`config.mk`:
```
export PLATFORM = sky130hd
export DESIGN_NAME = spi_mode0_slave_rx
export DESIGN_NICKNAME = d
export VERILOG_FILES = /design/src/rtl/spi_mode0_slave_rx.sv
export SDC_FILE = /design/constraint.sdc
export NUM_CORES = 1
export LEC_CHECK = 0
export BUFFER_PORTS_ARGS = -buffer_cell sky130_fd_sc_hd__buf_4
export CAP_MARGIN = 40
export CORE_ASPECT_RATIO = 0.9
export CORE_UTILIZATION = 56
export CTS_BUF_LIST = sky130_fd_sc_hd__clkbuf_16
export DETAILED_ROUTE_END_ITERATION = 10
export GPL_TIMING_DRIVEN = 0
export PLACE_DENSITY_LB_ADDON = 0.12
export SKIP_LAST_GASP = 1
export SYNTH_ARGS = -nofsm -noshare
export SYNTH_HDL_FRONTEND = slang
export SYNTH_SLANG_ARGS = --single-unit
```
`constraint.sdc`:
```
create_clock -name clk -period 1.94 [get_ports clk]
set_input_delay 0.291 -clock clk [delete_from_list [all_inputs] [get_ports clk]]
set_output_delay 0.291 -clock clk [all_outputs]
set_load 0.01 [all_outputs]
```
`src/rtl/spi_mode0_slave_rx.sv`:
```
// -----------------------------------------------------------------------------
// spi_mode0_slave_rx
//
// SPI mode 0 (CPOL=0, CPHA=0) slave receiver. Raw sclk/cs_n/mosi are
// synchronised into the clk domain, edges are detected with a one-flop delay,
// and MSB-first words of WORD_W bits are assembled and offered on a
// valid/ready interface. A response word captured at frame start is shifted
// out on miso, MSB first. Upper byte of a word is the command, lower byte data.
//
// Ports:
//   clk        system clock, at least 8x the SCLK frequency
//   rst_n      asynchronous active-low reset
//   sclk       raw SPI clock (asynchronous)
//   cs_n       raw chip select, active low (asynchronous)
//   mosi       raw serial data from the master
//   miso       serial response data, MSB first
//   miso_oe    miso output enable, 1 while selected
//   tx_data    response word, captured when the frame starts
//   rx_data    last accepted received word
//   rx_valid   rx_data holds an unconsumed word
//   rx_ready   consumer accepts the word when rx_valid && rx_ready
//   frame_err  1-cycle pulse: frame ended with 1..WORD_W-1 bits
//   overrun    1-cycle pulse: word completed while the previous was unconsumed
// -----------------------------------------------------------------------------
module spi_mode0_slave_rx #(
  parameter int WORD_W      = 16,
  parameter int SYNC_STAGES = 2
) (
  input  logic              clk,
  input  logic              rst_n,
  input  logic              sclk,
  input  logic              cs_n,
  input  logic              mosi,
  output logic              miso,
  output logic              miso_oe,
  input  logic [WORD_W-1:0] tx_data,
  output logic [WORD_W-1:0] rx_data,
  output logic              rx_valid,
  input  logic              rx_ready,
  output logic              frame_err,
  output logic              overrun
);

  localparam int               CNT_W    = $clog2(WORD_W) + 1;
  localparam logic [CNT_W-1:0] LAST_BIT = CNT_W'(WORD_W - 1);

  typedef enum logic [1:0] {
    IDLE    = 2'd0,
    SHIFT   = 2'd1,
    WAIT_CS = 2'd2
  } state_t;

  // Synchronisers and edge detection
  logic [SYNC_STAGES-1:0] r_sclk_sync;
  logic [SYNC_STAGES-1:0] r_cs_sync;
  logic [SYNC_STAGES-1:0] r_mosi_sync;
  logic                   r_sclk_d;
  logic                   r_cs_d;
  logic [SYNC_STAGES:0]   r_flush;
  logic                   r_armed;

  logic w_sclk_s;
  logic w_cs_s;
  logic w_mosi_s;
  logic w_sclk_rise;
  logic w_sclk_fall;
  logic w_cs_rise;
  logic w_cs_fall;

  // FSM and datapath
  state_t                r_state;
  state_t                w_state_next;
  logic [WORD_W-1:0]     r_tx_shift;
  logic [WORD_W-2:0]     r_rx_shift;
  logic [CNT_W-1:0]      r_bit_cnt;
  logic [WORD_W-1:0]     r_rx_data;
  logic                  r_rx_valid;
  logic                  r_frame_err;
  logic                  r_overrun;
  logic [WORD_W-1:0]     w_word;
  logic                  w_word_done;
  logic                  w_abort_err;

  assign w_sclk_s = r_sclk_sync[SYNC_STAGES-1];
  assign w_cs_s   = r_cs_sync[SYNC_STAGES-1];
  assign w_mosi_s = r_mosi_sync[SYNC_STAGES-1];

  // NOTE: every clocked process uses non-blocking assignments so all flops
  // sample the pre-edge values of their neighbours, like real hardware.
  always_ff @(posedge clk or negedge rst_n) begin
    if (!rst_n) begin
      r_sclk_sync <= '0;
      r_cs_sync   <= '1;
      r_mosi_sync <= '0;
      r_sclk_d    <= 1'b0;
      r_cs_d      <= 1'b1;
      r_flush     <= '0;
      r_armed     <= 1'b0;
    end else begin
      r_sclk_sync <= {r_sclk_sync[SYNC_STAGES-2:0], sclk};
      r_cs_sync   <= {r_cs_sync[SYNC_STAGES-2:0], cs_n};
      r_mosi_sync <= {r_mosi_sync[SYNC_STAGES-2:0], mosi};
      r_sclk_d    <= w_sclk_s;
      r_cs_d      <= w_cs_s;
      r_flush     <= {r_flush[SYNC_STAGES-1:0], 1'b1};
      // Frames may only start once cs_n has been seen high after the
      // synchroniser has flushed its reset value; a chip select already low
      // when reset releases must not look like a falling edge.
      if (r_flush[SYNC_STAGES] && w_cs_s) begin
        r_armed <= 1'b1;
      end
    end
  end

  assign w_sclk_rise = w_sclk_s & ~r_sclk_d;
  assign w_sclk_fall = ~w_sclk_s & r_sclk_d;
  assign w_cs_rise   = w_cs_s & ~r_cs_d;
  assign w_cs_fall   = ~w_cs_s & r_cs_d & r_armed;

  // Word as it stands after the current sclk rising edge.
  assign w_word      = {r_rx_shift, w_mosi_s};
  // cs_rise wins over a coincident sclk_rise.
  assign w_word_done = (r_state == SHIFT) && !w_cs_rise && w_sclk_rise &&
                       (r_bit_cnt == LAST_BIT);
  assign w_abort_err = (r_state == SHIFT) && w_cs_rise && (r_bit_cnt != '0);

  // FSM: state register
  always_ff @(posedge clk or negedge rst_n) begin
    if (!rst_n) begin
      r_state <= IDLE;
    end else begin
      r_state <= w_state_next;
    end
  end

  // FSM: next-state logic
  // NOTE: the default assignment first means no path leaves w_state_next
  // unassigned, so no latch is inferred.
  always_comb begin
    w_state_next = r_state;
    case (r_state)
      IDLE: begin
        if (w_cs_fall) w_state_next = SHIFT;
      end
      SHIFT: begin
        if (w_cs_rise)        w_state_next = IDLE;
        else if (w_word_done) w_state_next = WAIT_CS;
      end
      WAIT_CS: begin
        if (w_cs_rise) w_state_next = IDLE;
      end
      default: w_state_next = IDLE;
    endcase
  end

  // FSM: outputs
  always_comb begin
    miso    = 1'b0;
    miso_oe = 1'b0;
    case (r_state)
      SHIFT: begin
        miso    = r_tx_shift[WORD_W-1];
        miso_oe = 1'b1;
      end
      WAIT_CS: miso_oe = 1'b1;
      default: ;
    endcase
  end

  // Datapath: shift registers, bit counter, output handshake
  // NOTE: the shift registers are reset along with the control state so an
  // aborted frame leaves no residue behind.
  always_ff @(posedge clk or negedge rst_n) begin
    if (!rst_n) begin
      r_tx_shift  <= '0;
      r_rx_shift  <= '0;
      r_bit_cnt   <= '0;
      r_rx_data   <= '0;
      r_rx_valid  <= 1'b0;
      r_frame_err <= 1'b0;
      r_overrun   <= 1'b0;
    end else begin
      r_frame_err <= w_abort_err;
      r_overrun   <= 1'b0;

      case (r_state)
        IDLE: begin
          if (w_cs_fall) begin
            r_tx_shift <= tx_data;
            r_bit_cnt  <= '0;
          end
        end
        SHIFT: begin
          if (!w_cs_rise) begin
            if (w_sclk_rise) begin
              r_rx_shift <= w_word[WORD_W-2:0];
              r_bit_cnt  <= r_bit_cnt + CNT_W'(1);
            end
            if (w_sclk_fall) begin
              r_tx_shift <= {r_tx_shift[WORD_W-2:0], 1'b0};
            end
          end
        end
        default: ;  // WAIT_CS: bit_cnt holds at WORD_W, sclk ignored
      endcase

      if (w_word_done) begin
        if (!r_rx_valid || rx_ready) begin
          r_rx_data  <= w_word;
          r_rx_valid <= 1'b1;
        end else begin
          r_overrun  <= 1'b1;  // previous word kept, new one dropped
        end
      end else if (r_rx_valid && rx_ready) begin
        r_rx_valid <= 1'b0;
      end
    end
  end

  assign rx_data   = r_rx_data;
  assign rx_valid  = r_rx_valid;
  assign frame_err = r_frame_err;
  assign overrun   = r_overrun;

endmodule

```
==> metrics <==
DRC 0; crit path capture type register; Top-Level Pins 43; metal1 wirelength about 2600 µm; fin crit period 1910 ps; P_sw 0.00148 W; most frequent cell after synthesis dfrtp_1; worst r2r path cells 8; hold path cells 1; Pint 0.00323 W; CP max-delay cell dfrtp_1; syn_area_per_cell 13.6 µm²; fin util between 70% and 80%; flop2flop setup slack 30 ps; antenna violations before repair 0; drt first pass iters 4; Worst EP required between 2000 and 2500 ps; CP endpoint rx_data[1]$_DFFE_PN0P_; Worst path most repeated cell ha_2; site row count 24; worst r2r src r_bit_cnt[1]$_DFFE_PN0P_; Die Span X 79.4 µm; arrival time worst endpoint 2120 ps; synth cell count leaders dfrtp_1, mux2_2, o21ai_0, mux2i_1; ys async rst share 100%; # H-tree levels 3; CTS tree yes; Sequential Power Share 40.1%; Max FO, Critical Path 6; total negative slack 0 ps; GPL Wtd Cong 0.797; Num CTS Buffers 9; Clock transition at path regs 60 ps; Sw Share about a third; ys flop type dfrtp_1; Worst Hold Class input port to register; clk root buf clkbuf_16; top area cells in the synthesized netlist dfrtp_1, mux2_2, mux2i_1, mux2_4, o21ai_0; share of the synthesized area in the top cell type a little over half; Avg WL per Cell roughly 16 µm; Post-Syn Area 0.00302 mm²; clock skew 7.64 ps; Worst Setup Start Kind register; Filler cells 340; Clk pwr share between 30% and 40%; worst path cell trace ha_2 -> and3_1 -> ha_2 -> nand4_4 -> nor2b_2 -> buf_6 -> buf_4 -> mux2_2; fin. max-slew vios 0; Worst Setup SP r_bit_cnt[1]$_DFFE_PN0P_; pin count of the biggest net entering global routing 36; antenna-violating nets left 0; Netlist cell types 48; period utilization around 98%; final wirelength 5650 µm; status finished, final reports clean; clock sink count 69; detailed placer's ending HPWL 3670 µm; final-report setup violation count 0; DRT iter0 DRCs 67; CP max stage delay between 300 and 400 ps; DR vias/cell approximately 5.4; initial core utilization 60.2%; NumNets Final 311; R2R Path End rx_data[1]$_DFFE_PN0P_; pwr/cell area 1240 mW/mm²; Port Buf Inserts between 40 and 50; Met3 Wirelength 297 µm; number of synthesized flops with an enable pin 0; # diodes 0; Post-Syn Nets 250; area of the multi-input gates 0.00116 mm²; area grow syn2layout 26.1%; first-pass GRT wire length 9550 µm; storage element area 0.00173 mm²; FMAX 0.524 GHz; Final Hold Viols 0; Tot GR Track Use 22.7%; leading area contributor after synthesis dfrtp_1; Bufs on Longest Clock Path 2; yosys warns 0; sequential share of the synthesized area 57.3%; Die Area 0.00569 mm²; Pleak 1.85 nW; kind of critical path register to register; Cells after Synth 222; number of global-route vias before repair 2,022; layout cells sized above 1 approximately 43%; GR Overflow Total 0; Die Ht 71.7 µm; clock latency on the worst-skew pair ~330 ps; combinational power share 29.4%; RSZ-0062 raised after global routing yes; via count 1,915; core footprint 0.00501 mm²; met2 routed WL around 2700 µm; max capacitance violation total 0; flops & latches, synth 69; worst ir drop on vdd 0.880 mV; top sig layer met4
==> what timing repair did <==
action | CTS | global route
resized for setup | 4 | 7
pin swaps | 0 | 1
endpoints found under the setup margin | 11 | 22
cloned | 0 | 1
hold endpoints to repair | 31 | 0
hold buffers | 1 | 0
setup buffers | 1 | 4
==> state kept, by name, indices dropped and copies added, names as in the netlist <==
register	flops
frame_err	1
overrun	1
r_armed	1
r_bit_cnt	5
r_cs_d	1
r_cs_sync	2
r_flush	3
r_mosi_sync	2
r_rx_shift	15
r_sclk_d	1
r_sclk_sync	2
r_state	2
r_tx_shift	16
rx_data	16
rx_valid	1
==> logic make-up after synthesis <==
group | after synthesis | share of synthesized area (%)
flops | 69 | 57.3
compound gates | 50 | 11.5
mux | 46 | 17.7
simple gates | 29 | 6.30
buf+inv | 21 | 4.60
fa+ha+maj | 6 | 2.49
other cells | 1 | 0.124
==> area by class of cell <==
class / count / area share (%)
Buffer: 13 / 3.35
Sequential cell: 69 / 45.4
Tap cell: 65 / 2.14
Inverter: 8 / 0.788
Timing Repair Buffer: 50 / 10.7
Multi-Input combinational cell: 132 / 30.6
Clock inverter: 7 / 1.12
Clock buffer: 9 / 5.91
==> worst min-delay path by stage <==
stage / slack, ps / start / end
CTS: 60 / cs_n / r_cs_sync[0]$_DFF_PN1_
finish: 70 / cs_n / r_cs_sync[0]$_DFF_PN1_
global route: 60 / cs_n / r_cs_sync[0]$_DFF_PN1_
global placement: 330 / r_sclk_sync[0]$_DFF_PN0_ / r_sclk_sync[1]$_DFF_PN0_
detailed placement: 270 / rst_n / r_tx_shift[14]$_DFFE_PN0P_
floorplan: -5 / rst_n / frame_err$_DFF_PN0_
==> stage by stage <==
stage | total power [W] | worst slack [ps] | std cells | area [µm²] | hold slack [ps]
after floorplan | 0.00283 | 140 | 222 | 3020 | -4.59
after global placement | 0.00312 | -28.2 | 329 | 3420 | 332
after detailed placement | 0.00318 | -23.3 | 330 | 3440 | 268
after CTS | 0.00468 | 4.68 | 348 | 3730 | 64.4
after global routing | 0.00500 | -50.5 | 353 | 3810 | 57.6
final | 0.00472 | 30.3 | 353 | 3810 | 75.0
==> per-layer routing <==
metal | up-vias | GRT usage (%)
met1 | 951 | 30.3
li1 | 910 | -
met4 | 0 | 8.48
met2 | 52 | 35.2
met3 | 2 | 6.75
met5 | - | 0
==> critical path: cells and delay by family, from the launching register on <==
family                   cells  cell delay [ps]
buffers and inverters        2              270
adder cells (fa/ha/maj)      2              410
multiplexers                 1              330
flip-flops                   1              370
AND/OR/NAND/NOR              3              420
==> placed cells by master, fill, tap and decap left out, drive strengths merged, types with 2 or more instances in the layout <==
master	count
dfstp	3
nor2	3
inv	8
and2	2
nand2	3
buf	58
clkinvlp	2
mux2	31
nor2b	2
clkbuf	13
dfrtp	66
nand3	5
clkinv	5
o211ai	2
mux2i	15
or2	2
nand3b	2
o21ai	36
nand4	2
ha	6
nand2b	3
==> power by group through the flow <==
stage / Sequential (W) / Clock, W / Combinational (W)
after floorplan: 0.00186 / 0 / 0.000973
final: 0.00189 / 0.00144 / 0.00139
after global routing: 0.00193 / 0.00153 / 0.00154
after CTS: 0.00189 / 0.00147 / 0.00133
after global placement: 0.00190 / 0 / 0.00122
after detailed placement: 0.00191 / 0 / 0.00126
No activity file was read; power rests on OpenSTA's default activity.
